[config.mk]
export PLATFORM = sky130hd
export DESIGN_NAME = text_renderer_flat
export DESIGN_NICKNAME = d
export VERILOG_FILES = /design/src/rtl/txt_pkg.sv /design/src/rtl/text_renderer_if.sv /design/src/rtl/pipe_delay.sv /design/src/rtl/text_renderer.sv /design/src/flat_wrapper.sv
export SDC_FILE = /design/constraint.sdc
export NUM_CORES = 1
export LEC_CHECK = 0
export CORE_MARGIN = 2
export CORE_UTILIZATION = 39
export CTS_CLUSTER_SIZE = 12
export DETAILED_ROUTE_END_ITERATION = 8
export PLACE_DENSITY = 0.75
export SETUP_SLACK_MARGIN = 0.4
export SYNTH_ARGS = -nofsm -noshare
export SYNTH_HDL_FRONTEND = slang
export SYNTH_SLANG_ARGS = --single-unit
[constraint.sdc]
create_clock -name clk -period 2.34 [get_ports clk]
set_input_delay 0.468 -clock clk [delete_from_list [all_inputs] [get_ports clk]]
set_output_delay 0.468 -clock clk [all_outputs]
set_load 0.01 [all_outputs]
[src/rtl/txt_pkg.sv]
// txt_pkg: shared geometry, latency and pipeline types for text_renderer
package txt_pkg;
  localparam int COLS_DEF = 80;
  localparam int ROWS_DEF = 60;
  localparam int GLYPH_W = 8;
  localparam int GLYPH_H = 8;
  localparam int PIPE_LAT = 4;
  localparam int ADDR_W = 13;
  typedef struct packed {
    logic de;
    logic hs;
    logic vs;
  } sync_t;
  typedef struct packed {
    logic       ok;
    logic       hit;
    logic [2:0] x;
  } pix_ctl_t;
  function automatic logic [ADDR_W-1:0] cell_addr(input logic [6:0] col, input logic [6:0] row, input int cols);
    return ADDR_W'(int'(row) * cols + int'(col));
  endfunction
endpackage

[src/rtl/text_renderer_if.sv]
// text_renderer_if: text RAM and glyph ROM port bundle of text_renderer
interface text_renderer_if;
  import txt_pkg::*;
  logic [ADDR_W-1:0] txt_addr;
  logic [7:0]        txt_data;
  logic [9:0]        rom_ad;
  logic              rom_ce;
  logic [7:0]        rom_dout;
  modport master(output txt_addr, rom_ad, rom_ce, input txt_data, rom_dout);
  modport slave(input txt_addr, rom_ad, rom_ce, output txt_data, rom_dout);
endinterface

[src/rtl/pipe_delay.sv]
// pipe_delay: D-stage shift register of width W, cleared to RST_VAL on reset
module pipe_delay #(
  parameter int W = 1,
  parameter int D = 1,
  parameter logic [W-1:0] RST_VAL = '0
) (
  input  logic         clk,
  input  logic         reset,
  input  logic [W-1:0] d,
  output logic [W-1:0] q
);
  logic [W-1:0] sr [D];
  always_ff @(posedge clk)
    if (reset)
      for (int i = 0; i < D; i++) sr[i] <= RST_VAL;
    else begin
      sr[0] <= d;
      for (int i = 1; i < D; i++) sr[i] <= sr[i-1];
    end
  assign q = sr[D-1];
endmodule

[src/rtl/text_renderer.sv]
// text_renderer: 8x8 character-cell text renderer with a fixed 4-cycle pipeline.
// Optional blinking underline cursor is built when TXT_CURSOR_EN is defined.
module text_renderer
  import txt_pkg::*;
#(
  parameter int   COLS      = COLS_DEF,
  parameter int   ROWS      = ROWS_DEF,
  parameter logic SYNC_IDLE = 1'b1
) (
  input  logic                   clk,
  input  logic                   reset,
  input  logic [9:0]             x_i,
  input  logic [9:0]             y_i,
  input  logic                   de_i,
  input  logic                   hs_i,
  input  logic                   vs_i,
  text_renderer_if.master        mem,
`ifdef TXT_CURSOR_EN
  input  logic [6:0]             cur_col,
  input  logic [5:0]             cur_row,
`endif
  output logic                   pix_o,
  output logic                   de_o,
  output logic                   hs_o,
  output logic                   vs_o
);
  localparam sync_t IDLE = '{de: 1'b0, hs: SYNC_IDLE, vs: SYNC_IDLE};
  localparam int LW = $clog2(GLYPH_H);
  logic                in_range;
  logic                hit;
  logic                inv;
  sync_t               sync_in;
  sync_t               sync_d;
  logic [LW-1:0]       y2;
  pix_ctl_t            ctl_in;
  pix_ctl_t            ctl3;
  logic [GLYPH_W-1:0]  glyph;
  assign in_range = 32'(x_i[9:3]) < COLS && 32'(y_i[9:3]) < ROWS;
`ifdef TXT_CURSOR_EN
  logic [4:0] frame;
  logic       vs_q;
  always_ff @(posedge clk)
    if (reset) begin
      frame <= '0;
      vs_q  <= SYNC_IDLE;
    end else begin
      frame <= frame + 5'(vs_q == SYNC_IDLE && vs_i != SYNC_IDLE);
      vs_q  <= vs_i;
    end
  // underline on the last glyph line, visible during the first half of each 32-frame period
  assign hit = x_i[9:3] == cur_col && y_i[9:3] == {1'b0, cur_row} && &y_i[2:0] && !frame[4];
`else
  assign hit = 1'b0;
`endif
  assign sync_in = '{de: de_i, hs: hs_i, vs: vs_i};
  assign ctl_in  = '{ok: de_i & in_range, hit: hit, x: x_i[2:0]};
  pipe_delay #(.W($bits(sync_t)), .D(PIPE_LAT), .RST_VAL(IDLE)) u_sync (
    .clk(clk), .reset(reset), .d(sync_in), .q(sync_d)
  );
  pipe_delay #(.W(LW), .D(2), .RST_VAL('0)) u_line (
    .clk(clk), .reset(reset), .d(y_i[LW-1:0]), .q(y2)
  );
  pipe_delay #(.W($bits(pix_ctl_t)), .D(PIPE_LAT-1), .RST_VAL('0)) u_ctl (
    .clk(clk), .reset(reset), .d(ctl_in), .q(ctl3)
  );
  assign mem.rom_ad = {mem.txt_data[6:0], y2};
  assign mem.rom_ce = !reset;
  assign glyph      = ctl3.hit ? '1 : mem.rom_dout ^ {GLYPH_W{inv}};
  assign {de_o, hs_o, vs_o} = sync_d;
  always_ff @(posedge clk) begin
    mem.txt_addr <= reset || !in_range ? '0 : cell_addr(x_i[9:3], y_i[9:3], COLS);
    inv          <= !reset && mem.txt_data[7];
    pix_o        <= !reset && ctl3.ok && glyph[~ctl3.x];
  end
endmodule

[src/flat_wrapper.sv]
// flat-port wrapper written by rule: the top's interface ports become plain ports
module text_renderer_flat import txt_pkg::*;
#(
  parameter int   COLS      = COLS_DEF,
  parameter int   ROWS      = ROWS_DEF,
  parameter logic SYNC_IDLE = 1'b1
)
  (clk, reset, x_i, y_i, de_i, hs_i, vs_i, pix_o, de_o, hs_o, vs_o, mem_txt_addr, mem_rom_ad, mem_rom_ce, mem_txt_data, mem_rom_dout);
  text_renderer_if mem_i ();
  input  logic clk;
  input  logic reset;
  input  logic [9:0] x_i;
  input  logic [9:0] y_i;
  input  logic de_i;
  input  logic hs_i;
  input  logic vs_i;
  output logic pix_o;
  output logic de_o;
  output logic hs_o;
  output logic vs_o;
  output wire logic [$bits(mem_i.txt_addr)-1:0] mem_txt_addr;
  output wire logic [$bits(mem_i.rom_ad)-1:0] mem_rom_ad;
  output wire logic [$bits(mem_i.rom_ce)-1:0] mem_rom_ce;
  input wire logic [$bits(mem_i.txt_data)-1:0] mem_txt_data;
  input wire logic [$bits(mem_i.rom_dout)-1:0] mem_rom_dout;
  assign mem_txt_addr = mem_i.txt_addr;
  assign mem_rom_ad = mem_i.rom_ad;
  assign mem_rom_ce = mem_i.rom_ce;
  assign mem_i.txt_data = mem_txt_data;
  assign mem_i.rom_dout = mem_rom_dout;
  text_renderer #(.COLS(COLS), .ROWS(ROWS), .SYNC_IDLE(SYNC_IDLE)) u_core (.clk(clk), .reset(reset), .x_i(x_i), .y_i(y_i), .de_i(de_i), .hs_i(hs_i), .vs_i(vs_i), .mem(mem_i), .pix_o(pix_o), .de_o(de_o), .hs_o(hs_o), .vs_o(vs_o));
endmodule
==> reports/metrics.cfg, run 1 <==
[status]
status = finished clean

[sta]
worstMarginPinSlew_ns = 0.331
slew_headroom_pct = 77.9
post-route-period-util_pct = 82.9
holdWs_ns = 0.407
skew_ns = 0.00528
min_period_ns = 1.94
final_max_slew_viol_count = 0
hold_viol = 0
setup_viol = 0
rsz0062_at_grt = true
clock.fmax_mhz = 516

[yosys]
synth-edff-count = 0
yosysTopAreaCellShare_pct = 50.9
yosys.area.top_type = dfxtp_1
synth_most_common_cell = dfxtp_1
synth.distinct_cells = 29
synth_area_um2 = 1770
syn_inst = 160
synth_fp_nets = 216
ys_seq_area_share_pct = 50.9
synthArstFlopShare_pct = 0
synthTopCellsByCount = dfxtp_1, nor2b_1, ha_1
synth_ff_type = dfxtp_1
yosys_warnings = 0
synth.area.top_cells = dfxtp_1, ha_1, nor2b_1
ys_seq_elements = 45
syn_area_per_cell_um2 = 11.1

[clock_tree]
clock_sinks = 45
ctsRootBufferMaster = clkbuf_8
cts_htree_levels = 2
cts_buffer_depth = 2
numCtsBuffers = 5
cts_tree = built
path_clk_slew_ns = 0.08
clk_latency_ns = 0.28

[route]
via_count = 1284
wl_per_cell_um = 11.7
wl_mm = 3.27
post-route-drc-count = 0
via_per_inst = 4.60
drtPass1Iterations = 4
ant_nets = 0
drtIter0Drc = 31

[placement]
io_buffers = 54
dp_hpwl_mm = 2.40
place.gp.congestion = 0.813

[grt]
grt_use_total_pct = 13.1
grt_max_degree = 32
overflow = 0
grt_pass1_vias = 1256
grt_antenna_before_repair = 0
globalRouteMet3Util_pct = 5.34
grtUsageMet2_pct = 22.9
grt_first_pass_wirelength_mm = 5.24
met1_usage_pct = 14.0
grt-busiest-layer = met2

[pwr]
power.total_mw = 1.77
max-vdd-ir-drop_mv = 0.333
pwr_density_cell_nw_per_um2 = 651
p_leak_nw = 1.10

[finish]
syn_to_final_growth_pct = 53.4
drive_above_1_share_pct = 28.6
fillerInstances = 357
fin_nets = 282
antenna_cells = 0
multi_input_area_um2 = 961
seq_area_um2 = 901

[floorplanning]
ios = 69
die_y_um = 71.4
row_count = 24
start_util_pct = 40.7
die-area_um2 = 5090
die_w_um = 71.4
coreArea_um2 = 4350

[min_path]
min-delay-start = u_core.u_sync.sr[0][1]
hp-class = reg2reg

[critical_path]
critPathLaunchType = primary input
r2r_start = u_core.u_ctl.sr[0][10]
cp.arrival_ns = 2.15
crit_type = in2reg
crit_path_end_kind = flip-flop
cp_max_fo = 3
required_ns = 2.55
setup.worst_path.start = y_i[4]

[flow_run]
cap_viol_max_count = 0

[registers in the layout, summed over array words and instances, names as in the netlist]
register and flops:
u_core.u_ctl.sr 12, u_core.pix_o 1, u_core.u_line.sr 6, u_core.u_sync.sr 12, u_core.mem.txt_addr 13, u_core.inv 1
[area by class of cell]
cell class | instances | share of cell area, %
multi-input combinational | 98 | 35.4
sequential | 45 | 33.2
timing repair buffer | 72 | 24.2
clock buffer | 7 | 3.18
tap | 52 | 2.40
clock inverter | 1 | 1.11
inverter | 4 | 0.553
[metrics by stage]
stage / setup TNS (ns) / worst slack [ns] / cell area (um^2) / cells / util (%)
2_1_floorplan: 0 / 0.301 / 1820 / 160 / -
3_3_place_gp: -0.992 / -0.277 / 2430 / 265 / 55.8
3_5_place_dp: -1.15 / -0.345 / 2430 / 265 / 55.8
4_1_cts: 0 / 0.385 / 2690 / 279 / 61.8
5_1_grt: 0 / 0.335 / 2720 / 279 / 62.4
6_report: 0 / 0.400 / 2720 / 279 / 62.4
[critical path, stage by stage]
cell and delay, ns:
buf_2 0.13, ha_4 0.22, ha_4 0.16, fa_2 0.34, a21o_1 0.18, a21oi_2 0.17
xnor2_2 0.10, a31o_2 0.27, a21oi_2 0.12
[cells in the final DEF (no fill, tap or decap), drive strengths merged, types with 5 or more instances in the layout]
| cell | Yosys | final |
|---|---|---|
| dfxtp | 45 | 45 |
| ha | 13 | 13 |
| clkdlybuf4s50 | 0 | 45 |
| xnor2 | 5 | 5 |
| nor2 | 10 | 10 |
| or2 | 9 | 9 |
| buf | 10 | 22 |
| nor2b | 24 | 24 |
| clkbuf | 3 | 7 |
| and2 | 7 | 7 |
[path summary, 6_finish.rpt]
check / end / slack (ns) / cells past startpoint
setup / recovery: u_core.mem.txt_addr[12] / 0.40 / 9
hold / removal: u_core.u_sync.sr[1][1] / 0.41 / 1
setup reg to reg: u_core.pix_o / 0.87 / 4
hold reg to reg: u_core.u_sync.sr[1][1] / 0.41 / 1
[logic make-up (layout without fill, tap and decap cells)]
kind of cell	after synthesis	after routing	synth area share, %
mux	3	3	3.53
compound gates	12	12	4.59
flops	45	45	50.9
simple gates	60	60	19.9
buf+inv	17	84	5.72
xor+xnor	8	8	3.96
fa+ha+maj	15	15	11.4
[where the power goes]
| part | switching, mW | internal, mW |
|---|---|---|
| combinational | 0.153 | 0.227 |
| sequential | 0.00688 | 0.797 |
| clock | 0.237 | 0.348 |
| total | 0.397 | 1.37 |
[per-layer routing]
layer  vias to the layer above  share of wire (%)
met5                         -                  0
met4                         0                1.3
met3                         6                8.0
met2                        44                 50
met1                       585                 41
li1                        649                  -
[repair_timing]
action / CTS / global route
buffers inserted: 6 / 0
gates resized for setup: 41 / 5
setup endpoints to repair: 6 / 3
hold buffers: 0 / 0
pin swaps: 15 / 3
(Power assumes the default switching activity.)
==> run 2, diff against run 1 <==
--- a/config.mk
+++ b/config.mk
@@ -6,10 +6,10 @@
 export NUM_CORES = 1
 export LEC_CHECK = 0
 export CORE_MARGIN = 2
-export CORE_UTILIZATION = 39
+export CORE_UTILIZATION = 40
 export CTS_CLUSTER_SIZE = 12
 export DETAILED_ROUTE_END_ITERATION = 8
-export PLACE_DENSITY = 0.75
+export PLACE_DENSITY = 0.73
 export SETUP_SLACK_MARGIN = 0.4
 export SYNTH_ARGS = -nofsm -noshare
 export SYNTH_HDL_FRONTEND = slang
==> constraint.sdc (replaced) <==
create_clock -name clk -period 2 [get_ports clk]
set_input_delay 0.4 -clock clk [delete_from_list [all_inputs] [get_ports clk]]
set_output_delay 0.4 -clock clk [all_outputs]
set_load 0.01 [all_outputs]
==> reports/metrics.cfg, run 2 (synthesis gave the netlist of run 1 again) <==
[finish]
instances_no_fill = 284  ; +1.8%
layout_commonest_cell = dfxtp_1
fin_nets = 287  ; +1.8%
syn_to_final_growth_pct = 57.4
largest_register = u_core.mem.txt_addr
reg_top3 = u_core.mem.txt_addr: 13 flops, u_core.u_ctl.sr: 12 flops, u_core.u_sync.sr: 12 flops
utilization_pct = 64.9  ; +2.5 points
largest_reg_flops = 13  ; unchanged
drive_above_1_share_pct = 33.6  ; +5.0 points
antenna_cells = 0  ; unchanged
layout_common_cells = dfxtp_1, clkdlybuf4s50_1, nor2b_1
design_area_um2 = 2790  ; +2.6%

[route]
via_per_inst = 4.52  ; -1.8%
post-route-drc-count = 0  ; unchanged
wl_per_cell_um = 11.8  ; +0.34%
ant_nets = 0  ; unchanged
drtIter0Drc = 52  ; +68%
drtPass1Iterations = 4  ; unchanged
via_count = 1284  ; unchanged
wl_mm = 3.34  ; +2.1%

[sta]
holdWs_ns = 0.409  ; +0.00234 ns
final_max_slew_viol_count = 0  ; unchanged
worstMarginPinSlew_ns = 0.368  ; +0.0372 ns
min_period_ns = 1.86
hold_viol = 0  ; unchanged
clock.fmax_mhz = 537
skew_ns = 0.00448  ; -0.000799 ns
rsz0062_at_grt = true
post-route-period-util_pct = 93.0
timing.final.ws_setup_ns = 0.139  ; -0.261 ns
fin_setup_tns_ns = 0  ; unchanged
setup_viol = 0  ; unchanged
slew_headroom_pct = 75.4  ; -2.5 points

[critical_path]
crit_path_end_kind = flip-flop
r2r_start = u_core.u_ctl.sr[0][10]
slowest_delay_ns = 0.36  ; +0.02 ns
crit_type = in2reg
r2r_setup_slack_ns = 0.56  ; -0.31 ns
cpMostUsedCell = ha_4
reg2reg_depth = 4  ; unchanged
required_ns = 2.17  ; -0.38 ns
cp.arrival_ns = 2.03  ; -0.12 ns
critPathLaunchType = primary input
cp_max_fo = 2  ; -1
path_cells = buf_8 -> ha_4 -> ha_4 -> fa_2 -> xor2_2 -> nand2_2 -> nor4_2 -> xnor2_1 -> nor2_1
cp_slowest_cell = fa_2
worstReg2RegEnd = u_core.pix_o

[min_path]
hold-path-endpoint = u_core.u_sync.sr[2][1]
hp-class = reg2reg
min-delay-start = u_core.u_sync.sr[1][1]
holdPathStages = 1  ; unchanged

[floorplanning]
die_w_um = 70.5  ; -1.2%
ios = 69  ; unchanged
die-area_um2 = 4970  ; -2.4%
die_y_um = 70.5  ; -1.2%
row_count = 24  ; unchanged
start_util_pct = 41.2  ; +0.57 points
coreArea_um2 = 4290  ; -1.4%

[clock_tree]
cts_buffer_depth = 2  ; unchanged
numCtsBuffers = 5  ; unchanged
clk_latency_ns = 0.29  ; about the same
cts_htree_levels = 2  ; unchanged
cts_tree = built
clock_sinks = 45  ; unchanged
ctsRootBufferMaster = clkbuf_8
path_clk_slew_ns = 0.08  ; about the same
hold_buffers = 0  ; unchanged

[grt]
grt_use_total_pct = 13.7  ; +0.67 points
grt_pass1_vias = 1243  ; -1.0%
grt_antenna_before_repair = 0  ; unchanged
grt_first_pass_wirelength_mm = 5.33  ; +1.7%
grt_max_degree = 32  ; unchanged
overflow = 0  ; unchanged

[placement]
io_buffers = 54  ; unchanged
place_area_um2 = 2470  ; +1.4%
place.gp.congestion = 0.740  ; -9.1%
dp_hpwl_mm = 2.37  ; -0.92%
dp_worst_setup_slack_ns = -0.573  ; -0.228 ns
dp_cells = 269  ; +1.5%

[pwr]
pwr_density_cell_nw_per_um2 = 705  ; +8.3%
intPower_mw = 1.48  ; +8.0%
p_clk_share_pct = 26.6  ; -6.5 points
switchingPower_uw = 483  ; +22%
power_frac_comb_pct = 25.5  ; +4.0 points
power.total_mw = 1.96  ; +11%
sw_frac_of_total_pct = 24.6  ; +2.1 points
p_leak_nw = 1.13  ; +2.4%
max-vdd-ir-drop_mv = 0.286  ; -14%
pwr-share-seq_pct = 47.9  ; +2.5 points

[flow_run]
cap_viol_max_count = 0  ; unchanged

[status]
status = finished clean

-- run 2: layer usage --
metal	vias to the layer above	GRT usage [%]	share of wire (%)
met3	6	4.56	8.7
met2	50	22.7	47
li1	654	-	-
met1	574	15.7	42
met4	0	7.55	2.1
met5	-	0	0
-- run 2: area by class of cell --
class / count / area, um^2
fillers: 351 / 1510
multi-input cells: 98 / 1020
flip-flops and latches: 45 / 901
repair buffers: 77 / 704
clock buffers: 7 / 76.3
well taps: 52 / 65.1
inverters: 4 / 15.0
clock inverters: 1 / 7.51
-- run 2: how the worst max path moves through the flow --
stage / from / end / slack [ns]
after floorplan: y_i[6] / u_core.mem.txt_addr[11] / 0.03
after global placement: y_i[6] / u_core.mem.txt_addr[11] / -0.54
after detailed placement: y_i[6] / u_core.mem.txt_addr[12] / -0.57
after CTS: y_i[4] / u_core.mem.txt_addr[12] / 0.16
after global routing: y_i[4] / u_core.mem.txt_addr[11] / 0.09
final: y_i[4] / u_core.mem.txt_addr[11] / 0.14
-- run 2: critical path, delay by kind of cell --
kind / cells / cell delay, ns
adders and majority gates: 3 / 0.76
and+or+nand+nor: 3 / 0.43
xor gates and xnor gates: 2 / 0.34
buffers and inverters: 1 / 0.10
-- run 2: power by group through the flow --
stage	Sequential, mW	Combinational [mW]	Clock, mW
floorplan	0.968	0.212	0
global placement	0.961	0.369	0
detailed placement	0.962	0.375	0
CTS	0.941	0.449	0.545
global route	0.944	0.544	0.589
finish	0.940	0.501	0.523
-- run 2: what timing repair did --
action,CTS,global route
buffers inserted,6,1
pin swaps,20,16
endpoints found under the setup margin,8,7
resized for setup,53,16
==> run 3, diff against run 2 <==
--- a/config.mk
+++ b/config.mk
@@ -7,6 +7,7 @@
 export LEC_CHECK = 0
 export CORE_MARGIN = 2
 export CORE_UTILIZATION = 40
+export CTS_BUF_LIST = sky130_fd_sc_hd__clkbuf_16
 export CTS_CLUSTER_SIZE = 12
 export DETAILED_ROUTE_END_ITERATION = 8
 export PLACE_DENSITY = 0.73
==> reports/metrics.cfg, run 3 (synthesis gave the netlist of run 1 again) <==
[clock_tree]
cts_buffer_depth = 2  ; unchanged
clock_sinks = 45  ; unchanged
numCtsBuffers = 5  ; unchanged
cts_htree_levels = 2  ; unchanged
path_clk_slew_ns = 0.06  ; -0.02 ns
hold_buffers = 0  ; unchanged
clk_latency_ns = 0.28  ; about the same
cts_tree = built
ctsRootBufferMaster = clkbuf_16

[status]
status = finished clean

[floorplanning]
ios = 69  ; unchanged
die_y_um = 70.5  ; unchanged
coreArea_um2 = 4290  ; unchanged
die_w_um = 70.5  ; unchanged
row_count = 24  ; unchanged
start_util_pct = 41.2  ; unchanged
die-area_um2 = 4970  ; unchanged

[finish]
fillerInstances = 342  ; -2.6%
layout_common_cells = dfxtp_1, clkdlybuf4s50_1, nor2b_1
largest_register = u_core.mem.txt_addr
instances_no_fill = 284  ; unchanged
drive_above_1_share_pct = 34.1  ; +0.43 points
antenna_cells = 0  ; unchanged
syn_to_final_growth_pct = 61.6
layout_commonest_cell = dfxtp_1
fin_nets = 287  ; unchanged
largest_reg_flops = 13  ; unchanged
reg_top3 = u_core.mem.txt_addr: 13 flops, u_core.u_ctl.sr: 12 flops, u_core.u_sync.sr: 12 flops

[pwr]
pwr_density_cell_nw_per_um2 = 769  ; +9.1%
p_leak_nw = 1.20  ; +6.4%
max-vdd-ir-drop_mv = 0.345  ; +21%

[sta]
post-route-period-util_pct = 94.0  ; +0.91 points
setup_viol = 0  ; unchanged
rsz0062_at_grt = true
skew_ns = 0.00267  ; -0.00181 ns
clock.fmax_mhz = 532  ; -0.97%
final_max_slew_viol_count = 0  ; unchanged
holdWs_ns = 0.406  ; -0.00345 ns
slew_headroom_pct = 75.7  ; +0.30 points
min_period_ns = 1.88  ; +0.0181 ns
hold_viol = 0  ; unchanged
timing.final.ws_setup_ns = 0.121  ; -0.0181 ns
worstMarginPinSlew_ns = 0.364  ; -0.00456 ns

[flow_run]
cap_viol_max_count = 0  ; unchanged

[critical_path]
r2r_setup_slack_ns = 0.56  ; about the same
cp.buffers_inverters = 1  ; unchanged
cp_top_family = adder cells
required_ns = 2.15  ; -0.02 ns
cp_slowest_cell = fa_2
slowest_delay_ns = 0.36  ; about the same
cpMostUsedCell = ha_4
crit_type = in2reg
path_cells = buf_8 -> ha_4 -> ha_4 -> fa_2 -> xor2_2 -> nand2_2 -> nor4_2 -> xnor2_1 -> nor2_1
cp.arrival_ns = 2.03  ; about the same
cp_max_fo = 2  ; unchanged
crit_path_end_kind = flip-flop
critPathLaunchType = primary input

[placement]
place.gp.congestion = 0.740  ; unchanged
dp_hpwl_mm = 2.37  ; unchanged
dp_worst_setup_slack_ns = -0.573  ; unchanged
io_buffers = 54  ; unchanged
dp_cells = 269  ; unchanged

[route]
via_count = 1304  ; +1.6%
drtIter0Drc = 38  ; -27%
post-route-drc-count = 0  ; unchanged
wl_mm = 3.38  ; +1.2%
via_per_inst = 4.59  ; +1.6%
drtPass1Iterations = 4  ; unchanged
wl_per_cell_um = 11.9  ; +1.2%
ant_nets = 0  ; unchanged

[grt]
overflow = 0  ; unchanged
grt_first_pass_wirelength_mm = 5.41  ; +1.6%
grt_use_total_pct = 13.8  ; +0.12 points
grt_max_degree = 32  ; unchanged
grt_antenna_before_repair = 0  ; unchanged
grt_pass1_vias = 1262  ; +1.5%

[min_path]
hp-class = reg2reg

run 3: metrics by stage:
stage | power [mW] | TNS [ns] | utilization (%) | instance area, um^2
3_5_place_dp | 1.34 | -2.49 | 57.4 | 2470
4_1_cts | 2.17 | 0 | 65.0 | 2790
6_report | 2.20 | 0 | 66.6 | 2860
3_3_place_gp | 1.33 | -2.31 | 57.4 | 2470
5_1_grt | 2.32 | 0 | 66.6 | 2860
2_1_floorplan | 1.18 | 0 | - | 1830
run 3: layer usage:
layer  global-route usage (%)  part of all wire, %  vias up
li1                         -                    -      654
met1                     15.7                   40      590
met2                     23.1                   49       51
met3                     4.84                  8.3        9
met4                     7.34                  2.3        0
met5                        0                    0        -
run 3: path summary, 6_finish.rpt:
kind	start	to	cells after the start
worst min register to register	u_core.u_sync.sr[0][0]	u_core.u_sync.sr[1][0]	1
worst max-delay path	y_i[4]	u_core.mem.txt_addr[11]	9
worst max register to register	u_core.u_ctl.sr[0][10]	u_core.pix_o	4
worst min-delay path	u_core.u_sync.sr[0][0]	u_core.u_sync.sr[1][0]	1
run 3: layout make-up:
cell class	count	area, um^2	share of cell area [%]
multi-input cells	98	1020	35.7
flip-flops and latches	45	901	31.5
repair buffers	77	718	25.1
clock buffers	5	125	4.37
well taps	52	65.1	2.27
clock inverters	3	15.0	0.525
inverters	4	15.0	0.525
run 3: timing repair:
item | CTS | global route
gates resized for setup | 56 | 21
setup buffers | 6 | 1
pin swaps | 20 | 17
setup endpoints to repair | 8 | 7
run 3: where the power goes:
| part | internal, mW | switching [mW] | total, mW |
|---|---|---|---|
| Combinational | 0.307 | 0.201 | 0.508 |
| Clock | 0.452 | 0.299 | 0.751 |
| Sequential | 0.934 | 0.00820 | 0.942 |
==> RTL edit 1, RTL diff (settings of run 2) <==
Remove the register `pix_o`: a continuous assignment takes its place, so the output `pix_o` follows one clock earlier.
--- a/src/rtl/text_renderer.sv
+++ b/src/rtl/text_renderer.sv
@@ -72,4 +72,5 @@
     inv          <= !reset && mem.txt_data[7];
-    pix_o        <= !reset && ctl3.ok && glyph[~ctl3.x];
   end
+
+  assign pix_o = !reset && ctl3.ok && glyph[~ctl3.x];
 endmodule
Check against the original RTL: not equivalent (a bounded check fails within 4 cycles, from zero or initial values).
==> RTL edit 1 against run 2 <==
- the flow now finishes with violations (negative setup slack)
- wire length decreased by 4.8%
- setup slack lost 0.33 ns
- die area down 1.1%
- area after synthesis shrank 1.1%
- sequential cell count down 1
- clock skew rose by 0.0038 ns
- synthesized cell count decreased by 0.63%
- sequential power decreased by 2%
- total power increased by 5.8%
- cell area down 1.3%
- count of clock-buffer cells in the layout fell by 2
- first-iteration DRC count is 31% lower
- critical endpoint is now pix_o
- largest cell class unchanged
- largest power group unchanged
- highest routed layer unchanged
==> RTL edit 1: results (changes against run 2) <==
Status
The run finished, with violations left. The checks that failed: negative setup slack.

Min path
The end of the worst hold path is u_core.u_sync.sr[3][1]. The hold path depth is 1 (unchanged).

Place
The placed instance area is 2430 sq um (-1.4%). The estimated wirelength of the detail-placed design was 2310 um (-2.9%). The count of input and output buffers is 54 (unchanged). The minimum setup slack after placement is -0.746 ns (-0.172 ns).

Layout
The layout cell share with drive strength beyond 1 is 34.2% (+0.60 points). The count of filler cells inserted in the layout came to 375 (+6.8%). The number of nets at the end of the flow was 280 (-2.4%). The largest registers in the layout are u_core.mem.txt_addr (13), u_core.u_ctl.sr (12), u_core.u_sync.sr (12).

Synth
By area the synthesized netlist is led by dfxtp_1 (50%), ha_1 (9.3%), nor2b_1 (8.6%). The fraction of the mapped netlist area in adder cells was 11.6% (+0.13 points). The fraction of synthesized cell area in xor and xnor cells is 4.00% (+0.045 points).

The post-synthesis sequential area ratio was 50.3% (-0.56 points). The fraction of the mapped netlist area in compound gates came to 4.65% (+0.053 points). By count the netlist is led by dfxtp_1 (44), nor2b_1 (24), ha_1 (13).

The portion of netlist area occupied by mux cells is 3.57% (+0.040 points). The post-synthesis net count was 215 (-0.46%).

Pwr
The design internal power was 1.57 mW (+6.1%). The leakage power figure is 1.18 nW (+4.7%). The highest ir drop seen on vdd is 0.000489 V (+71%). The clock share of power is 32.6% (+6.0 points). The power in combinational cells is 480 uW (-4.2%).

Critical path
The source of the worst register-to-register timing path is u_core.u_sync.sr[0][0]. The peak per-stage delay on the critical path is 0.50 ns (+0.14 ns). The number of cells traversed by the worst register-to-register path is 1 (-3). Broken down by cell family, the worst path's largest delay share belongs to multiplexers. The worst endpoint data arrival time was 1.79 ns (-0.24 ns). The master of the slowest instance on the critical path is mux4_2.

GRT
The via count of the first global-routing pass is 1280 (+3.0%). The aggregate global-route resource usage is 13.9% (+0.20 points). The first-pass GRT wire length came to 5330 um (+0.13%).

Timing
The setup skew after layout came to 0.00825 ns (+0.00376 ns). The worst relative slew slack is 77.5% (+2.1 points). The count of endpoints failing setup in the final report is 1 (+1). The worst setup slack after layout is -0.194 ns (-0.333 ns).

Detailed routing
The total number of vias was 1236 (-3.7%). The final wirelength came to 3180 um (-4.8%). The number of DRC violations after detailed-routing iteration 0 is 36 (-31%).

CTS
The clock transition time at the flip-flop clock pins of the worst setup and hold paths is 0.09 ns.
[RTL edit 1: changes by cell type after synthesis, sizes merged]
cell / run 2 / this run
dfxtp: 45 / 44
[RTL edit 1: metrics by stage]
step                      utilization [%]  hold slack, ns  cells  setup TNS [ns]
after detailed placement             56.6           0.394    267           -3.35
after global placement               56.6           0.391    267           -3.19
after CTS                            61.3           0.414    276          -0.227
after floorplan                         -           0.389    159               0
after global routing                 64.1           0.427    277          -0.300
final                                64.1           0.413    277          -0.194
[RTL edit 1: per-layer routing]
| metal | global-route usage (%) | routed length [um] | share of wire (%) | up-vias |
|---|---|---|---|---|
| met3 | 4.33 | 218 | 6.9 | 5 |
| met2 | 23.2 | 1580 | 50 | 38 |
| met5 | 0 | 0 | 0 | - |
| met1 | 16.0 | 1320 | 42 | 553 |
| met4 | 7.26 | 57 | 1.8 | 0 |
| li1 | - | - | - | 640 |
[RTL edit 1: area by class of cell]
type	count	area (sq um)	area share [%]
clock inverters	3	46.3	1.68
multi-input cells	98	1010	36.7
well taps	52	65.1	2.36
inverters	4	15.0	0.546
flip-flops and latches	44	882	32.1
repair buffers	71	663	24.1
clock buffers	5	68.8	2.50
[RTL edit 1: how the worst max path moves through the flow]
stage / startpoint / slack [ns] / cells past startpoint / to
global placement: mem_rom_dout[1] / -0.71 / 6 / pix_o
finish: u_core.u_ctl.sr[0][10] / -0.19 / 5 / pix_o
detailed placement: mem_rom_dout[1] / -0.75 / 6 / pix_o
global route: u_core.u_ctl.sr[0][10] / -0.30 / 5 / pix_o
CTS: u_core.u_ctl.sr[0][10] / -0.23 / 5 / pix_o
floorplan: y_i[6] / 0.03 / 8 / u_core.mem.txt_addr[11]
[RTL edit 1: timing repair]
action	in CTS	in global routing
pin swaps	24	13
setup buffers	1	1
gates resized for setup	59	23
endpoints found under the setup margin	9	12
==> RTL edit 2, RTL diff (settings of run 2) <==
Made on the original files. Set the parameter `D` to 8 (it was 2).
--- a/src/rtl/text_renderer.sv
+++ b/src/rtl/text_renderer.sv
@@ -59,3 +59,3 @@
   );
-  pipe_delay #(.W(LW), .D(2), .RST_VAL('0)) u_line (
+  pipe_delay #(.W(LW), .D(8), .RST_VAL('0)) u_line (
     .clk(clk), .reset(reset), .d(y_i[LW-1:0]), .q(y2)
Check against the original RTL: not equivalent (Yosys sat finds a counterexample within 4 cycles, from zero or initial values).
==> RTL edit 2 against run 2 <==
- synthesized cell count is 29% higher
- cell area is 25% higher
- non-clock buffer count is 1 lower
- die area is 27% higher
- critical path type unchanged
- area after synthesis is 29% higher
- clock skew is 0.0027 ns higher
- count of clock-buffer cells in the layout is 2 higher
- setup slack worse by 0.048 ns
- total power is 54% higher
- sequential cell count is 18 higher
- critical endpoint is now u_core.mem.txt_addr[12]
- highest routed layer unchanged
- wire length is 30% higher
- clock power is 140% higher
- register-to-register slack worse by 0.03 ns
==> RTL edit 2: results (changes against run 2) <==
Layout
The count of filler cells inserted in the layout is 430 (+23%). The number of standard cells in the final layout excluding fillers is 356 (+25%). The layout cell share with drive strength beyond 1 was 30.3% (-3.3 points). The number of nets at the end of the flow is 335 (+17%).

Place
The minimum setup slack after placement was -0.709 ns (-0.135 ns). The placed instance area is 2990 sq um (+21%). The estimated wirelength of the detail-placed design is 2620 um (+10%).

Detailed routing
The detailed-route vias per instance came to 4.42 (-2.2%). The count of TritonRoute iterations in the first routing pass is 3 (-1). The number of DRC violations after detailed-routing iteration 0 came to 37 (-29%).

The final wirelength is 4330 um (+30%).

GRT
The aggregate global-route resource usage came to 14.6% (+0.91 points). The via count of the first global-routing pass was 1600 (+29%).

Pwr
The leakage power figure is 1.63 nW (+44%).

Critical path
The maximum fanout along the worst path came to 3 (+1). The worst endpoint data arrival time was 2.12 ns (+0.09 ns).

Synth
The fraction of the mapped netlist area in adder cells is 8.89% (-2.6 points). Sorting the synthesized cells by area gives the leading types as dfxtp_1 (55%), nor2b_1 (12%), ha_1 (7.1%). By count the netlist is led by dfxtp_1 (63), nor2b_1 (42), ha_1 (13).

The count of cell types in the netlist is 28 (-3.4%). The portion of netlist area occupied by mux cells is 2.74% (-0.79 points). The post-synthesis sequential area ratio is 55.3% (+4.4 points). The fraction of the mapped netlist area in compound gates is 3.07% (-1.5 points).

Status
The flow ran to the end, and the final reports show no timing, DRC or antenna violations.

Timing
The worst relative slew slack is 74.5% (-0.88 points).

CTS
The maximum level of the CTS H-tree is 3 (+1). The clock buffer count from CTS is 9 (+4).
[RTL edit 2: changes by cell type in the layout (fill, tap and decap cells not counted), sizes merged, moves of 4 or more]
cell / delta
clkdlybuf4s50: -19
dfxtp: +18
dlygate4sd2: +4
dlymetal6s2s: +14
inv: +8
nor2b: +18
[RTL edit 2: layer usage]
layer / track usage (%) / part of all wire [%]
met3: 7.35 / 6.9
met2: 22.7 / 49
met4: 9.14 / 3.1
met5: 0 / 0
met1: 15.8 / 41
[RTL edit 2: layout make-up]
cell class	instances	area [sq um]	share of cell area, %
clock inverters	7	103	2.94
repair buffers	76	724	20.8
well taps	72	90.1	2.59
inverters	9	33.8	0.969
flip-flops and latches	63	1260	36.2
clock buffers	9	124	3.55
multi-input cells	120	1150	33.0
[RTL edit 2: path summary, 6_finish.rpt]
check,endpoint,slack (ns),cells after the start
max,u_core.mem.txt_addr[12],0.09,10
max reg2reg,u_core.pix_o,0.53,4
min,u_core.u_line.sr[0][0],0.34,2
min reg2reg,u_core.u_sync.sr[2][0],0.41,1
[RTL edit 2: report_power, final]
| part | total [mW] | switching [mW] | leakage, nW | internal [mW] |
|---|---|---|---|---|
| combinational | 0.502 | 0.215 | 1.00 | 0.286 |
| clock | 1.23 | 0.509 | 0.111 | 0.716 |
| sequential | 1.30 | 0.00890 | 0.514 | 1.29 |
| total | 3.03 | 0.733 | 1.63 | 2.30 |
[RTL edit 2: repair_timing]
item / 4_1_cts / 5_1_grt
gates resized for setup: 55 / 33
buffers inserted: 4 / 2
pin swaps: 18 / 12
endpoints found under the setup margin: 14 / 19
[RTL edit 2: worst max-delay path: stages]
cell and delay [ns]:
buf_8 0.10, ha_4 0.26, ha_4 0.13, inv_2 0.03, fa_2 0.39, nand2b_4 0.18, a21oi_4 0.14, xor2_2 0.22
a211oi_1 0.10, nand2b_1 0.15
